--- config.mk ---
export PLATFORM = sky130hd
export DESIGN_NAME = if_stage
export DESIGN_NICKNAME = d
export VERILOG_FILES = /design/src/rtl/if_stage.sv
export SDC_FILE = /design/constraint.sdc
export NUM_CORES = 1
export LEC_CHECK = 0
export BUFFER_PORTS_ARGS = -buffer_cell sky130_fd_sc_hd__buf_2
export CAP_MARGIN = 20
export CORE_UTILIZATION = 50
export DETAILED_ROUTE_END_ITERATION = 6
export HOLD_SLACK_MARGIN = 0.08
export PLACE_DENSITY = 0.77
export REMOVE_ABC_BUFFERS = 1
export SLEW_MARGIN = 20
export SYNTH_ARGS = -nofsm -noshare
export SYNTH_HDL_FRONTEND = slang
export SYNTH_SLANG_ARGS = --single-unit
--- constraint.sdc ---
create_clock -name clk -period 4.7 [get_ports clk]
set_clock_uncertainty 0.05 [all_clocks]
set_input_delay 0.705 -clock clk [delete_from_list [all_inputs] [get_ports clk]]
set_output_delay 0.705 -clock clk [all_outputs]
set_load 0.03 [all_outputs]
--- src/rtl/if_stage.sv ---
// Instruction-fetch stage: PC register, IF/ID pipeline register and fetched-instruction counter.
// A one-cycle BOOT state after reset inserts a bubble before the first real fetch.
module if_stage #(
  parameter logic [31:0] RESET_PC = 32'h0000_0000,
  parameter int unsigned CNT_W    = 16
) (
  input  logic             clk,
  input  logic             rst,
  input  logic             stall,
  input  logic             flush,
  input  logic             br_taken,
  input  logic [15:0]      br_imm16,
  input  logic [31:0]      br_pc4,
  output logic [31:0]      imem_adr,
  input  logic [31:0]      imem_data,
  output logic [31:0]      ifid_inst,
  output logic [31:0]      ifid_pc4,
  output logic             ifid_valid,
  output logic [CNT_W-1:0] fetch_cnt
);

  typedef enum logic {BOOT, RUN} state_e;

  state_e           state_q, state_d;
  logic [31:0]      pc_q, pc_d;
  logic [31:0]      inst_q, inst_d;
  logic [31:0]      pc4_q, pc4_d;
  logic             valid_q, valid_d;
  logic [CNT_W-1:0] cnt_q, cnt_d;
  logic             fetch_load;
  logic [31:0]      pc_plus4;
  logic [31:0]      br_target;

  assign pc_plus4  = pc_q + 32'd4;
  assign br_target = br_pc4 + {{14{br_imm16[15]}}, br_imm16, 2'b00};

  always_comb begin
    state_d    = state_q;
    pc_d       = pc_q;
    inst_d     = inst_q;
    pc4_d      = pc4_q;
    valid_d    = valid_q;
    fetch_load = 1'b0;
    if (state_q == BOOT) begin
      inst_d  = 32'h0000_0000;
      valid_d = 1'b0;
      state_d = RUN;
    end else if (br_taken) begin
      // Squash the wrong-path fetch; ifid_pc4 deliberately keeps its value.
      pc_d    = br_target;
      inst_d  = 32'h0000_0000;
      valid_d = 1'b0;
    end else if (stall) begin
      pc_d = pc_q;
    end else if (flush) begin
      pc_d    = pc_plus4;
      inst_d  = 32'h0000_0000;
      valid_d = 1'b0;
    end else begin
      pc_d       = pc_plus4;
      inst_d     = imem_data;
      pc4_d      = pc_plus4;
      valid_d    = 1'b1;
      fetch_load = 1'b1;
    end
  end

  always_comb begin
    cnt_d = cnt_q;
    if (fetch_load && (cnt_q != {CNT_W{1'b1}})) begin
      cnt_d = cnt_q + CNT_W'(1);
    end
  end

  always_ff @(posedge clk or posedge rst) begin
    if (rst) begin
      state_q <= BOOT;
      pc_q    <= RESET_PC;
      inst_q  <= 32'h0000_0000;
      pc4_q   <= 32'h0000_0000;
      valid_q <= 1'b0;
      cnt_q   <= '0;
    end else begin
      state_q <= state_d;
      pc_q    <= pc_d;
      inst_q  <= inst_d;
      pc4_q   <= pc4_d;
      valid_q <= valid_d;
      cnt_q   <= cnt_d;
    end
  end

  assign imem_adr   = pc_q;
  assign ifid_inst  = inst_q;
  assign ifid_pc4   = pc4_q;
  assign ifid_valid = valid_q;
  assign fetch_cnt  = cnt_q;

endmodule

==> qor.txt <==
result of the run - complete, no violations
Final Setup Violations - 0
number of buffers created by CTS - 17
Overall Global Routing Usage - 27.5%
height of the chip - 121 µm
count of standard-cell rows - 43
maximum capacitance violations - 0
number of unique standard cell types used by synthesis - 69
Wirelength per Cell - 16.9 µm
clock latency reported for the late side of the worst-skew pair - 0.41 ns
Final Cell Area - 8780 µm²
element type at the critical path start - register
count of antenna-violating nets left after detailed routing - 0
crit path time final - 2.93 ns
synthesized instance count - 792
HPWL after DPL - 14.5 mm
CTS root buffer - clkbuf_16
Ports - 198
Area growth syn-to-layout - 23.6%
Total Power Consumption - 3730 µW
dpl cell area - 8200 µm²
antenna violations before repair - 0
Worst EP arrival - 3.18 ns
Num Clock Sinks - 114
ys async rst share - 100%
transition time of the tightest slew-check pin - 0.906 ns
vias in the first global route - 6172
P_leak - 0.00421 µW
core area - 13900 µm²
power density of the placed cells - 425 nW/µm²
data required time at the worst endpoint - 4.95 ns
fmax - 341 MHz
Die W - 121 µm
pin count of the biggest net entering global routing - 90
yosys warns - 0
gpl congestion - 0.982
final-layout worst hold slack - 0.398 ns
Setup Crit Path Kind - reg2reg
Via Count - 6779
Cell Count, Final, Fillers Out - 1164
total overflow reported by the global router - 0
worst max-slew margin expressed relative to the limit - 39.2%
number of antenna diodes - 0
Hold Vio Cnt, Final - 0
Setup TNS - 0 ns
post-synth top area cell - dfrtp_1
longest individual stage delay on the worst path - 0.82 ns
portion of the clock cycle consumed by the worst path in the final layout - 62.3%
Total Nets Final - 1089
Total Die Area - 14700 µm²
placed cell count - 1133
cell area after technology mapping - 7100 µm²
kind of end point of the critical path - register
number of buffers between clock root and the deepest sink - 2
Yosys top cell area share - 40.2%
share of the yosys chip area belonging to registers - 40.2%
Crit path buffers/inverters - 1
most numerous cell types in the synthesized netlist - 115 x nand2_1, 114 x dfrtp_1, 62 x o21ai_0
layout cell share with drive strength beyond 1 - 25.7%
routed wire length - 19.6 mm
global-route wire length before repair - 31.6 mm
post-CTS clock slew at the launch and capture registers of the worst setup and hold paths - 0.05 ns
Tightest Hold Check Type - in2async
most frequent cell after synthesis - nand2_1
leading register cell type out of synthesis - dfrtp_1
setup fix buffers added after clock tree synthesis - 0
cell class contributing the biggest share of worst-path delay - simple AND/OR/NAND/NOR gates
H-tree depth reported by CTS - 4
number of I/O port buffers - 197
mean cell area of the mapped netlist - 8.97 µm²
top area cells in the synthesized netlist - dfrtp_1 40%, nand2_1 6.1%, ha_1 5.5%
cell-by-cell trace of the critical path - and2b_1 -> nand2_1 -> or2_2 -> buf_4 -> nor4b_2 -> nand3_1 -> xnor2_1
library cell contributing the largest single delay on the critical path - dfrtp_1
Max Transition Viols Final - 0
unrepaired setup endpoints after global routing - no
number of synthesized flops with an enable pin - 0
total of cells resized after clock tree synthesis - 0
via/cell ratio - 5.82
CTS hold repair buffers - 0
Initial Util - 51.2%
critical-path maximum fanout - 63
Post-route DRC - 0
drt initial violations - 528
clock tree from TritonCTS - yes
Yosys reg bits - 114
worst vdd ir - 0.237 mV
DR pass1 iterations - 7
## layout make-up
class / instances / area, µm²
multi-input cells: 622 / 4030
fillers: 1193 / 5100
flip-flops and latches: 114 / 2850
clock inverters: 10 / 109
inverters: 13 / 53.8
repair buffers: 204 / 1040
well taps: 180 / 225
clock buffers: 21 / 470
## report_power, final
| part | internal [µW] | total, µW | switching, µW |
|---|---|---|---|
| clock | 813 | 1250 | 439 |
| combinational | 384 | 1150 | 765 |
| sequential | 1140 | 1330 | 192 |
## cells by family after synthesis
| group | share of synthesized area [%] |
|---|---|
| simple gates | 19.1 |
| compound gates | 22.0 |
| flops | 40.2 |
| xor+xnor | 7.89 |
| buf+inv | 3.22 |
| fa+ha+maj | 5.74 |
| mux | 1.78 |
| other cells | 0.0528 |
## final timing paths
| kind | from | slack (ns) | cells after the start | endpoint |
|---|---|---|---|---|
| max reg2reg | state_q | 1.77 | 7 | fetch_cnt[13] |
| max in group asynchronous | rst | 3.36 | 3 | imem_adr[27] |
| min | rst | 0.40 | 2 | ifid_inst[18] |
| min reg2reg | ifid_pc4[3] | 0.42 | 2 | ifid_pc4[3] |
| min in group clk | ifid_pc4[3] | 0.42 | 2 | ifid_pc4[3] |
| max | state_q | 1.77 | 7 | fetch_cnt[13] |
## metrics by stage
| stage | util, % | setup slack, ns |
|---|---|---|
| floorplan | - | 0.929 |
| finish | 63.3 | 1.77 |
| global placement | 59.0 | 1.62 |
| detailed placement | 59.1 | 1.59 |
| CTS | 63.3 | 1.82 |
| global route | 63.3 | 1.57 |
## layer usage
metal / wire length [µm] / vias up / share of wire, % / GRT usage (%)
met1: 8750 / 3127 / 45 / 36.9
li1: - / 3287 / - / -
met5: 0 / - / 0 / 0
met3: 1510 / 48 / 7.7 / 5.78
met2: 8850 / 317 / 45 / 42.2
met4: 515 / 0 / 2.6 / 13.5
## worst reg2reg max path, cell delays in order (launching register included)
cell and delay (ns):
dfrtp_1 0.82, and2b_1 0.32, nand2_1 0.21, or2_2 0.36, buf_4 0.31, nor4b_2 0.46
nand3_1 0.14, xnor2_1 0.14
## sequential cells by signal, indices dropped and copies added (netlist names)
name	cells
fetch_cnt	16
ifid_inst	32
ifid_pc4	32
ifid_valid	1
imem_adr	32
state_q	1
## cell usage in the layout, fill, tap and decap left out, types with 3 or more instances in the layout
cell,Yosys,final
buf_4,2,7
mux2i_1,7,7
xor2_1,24,24
nand2_1,115,115
a2111oi_0,4,4
or3_1,4,4
dfrtp_1,114,114
o21bai_1,4,4
mux2_2,5,5
a22o_1,33,33
clkbuf_16,0,17
inv_1,13,12
o211ai_1,13,13
xnor2_1,40,40
buf_2,2,197
o21a_1,3,3
nand4_1,13,13
nor2_1,41,39
o2111ai_1,3,3
nor3_1,22,22
clkinv_2,0,5
nor4_1,9,9
a21oi_1,47,47
ha_1,31,31
o31ai_1,8,8
and2_1,4,4
and4_1,10,10
a32o_1,3,3
o21ai_0,62,62
and3_1,8,8
a21o_1,14,14
a211oi_1,6,6
a31oi_1,6,6
clkbuf_8,0,3
nand3_1,39,39
No activity file was read; power rests on OpenSTA's default activity.
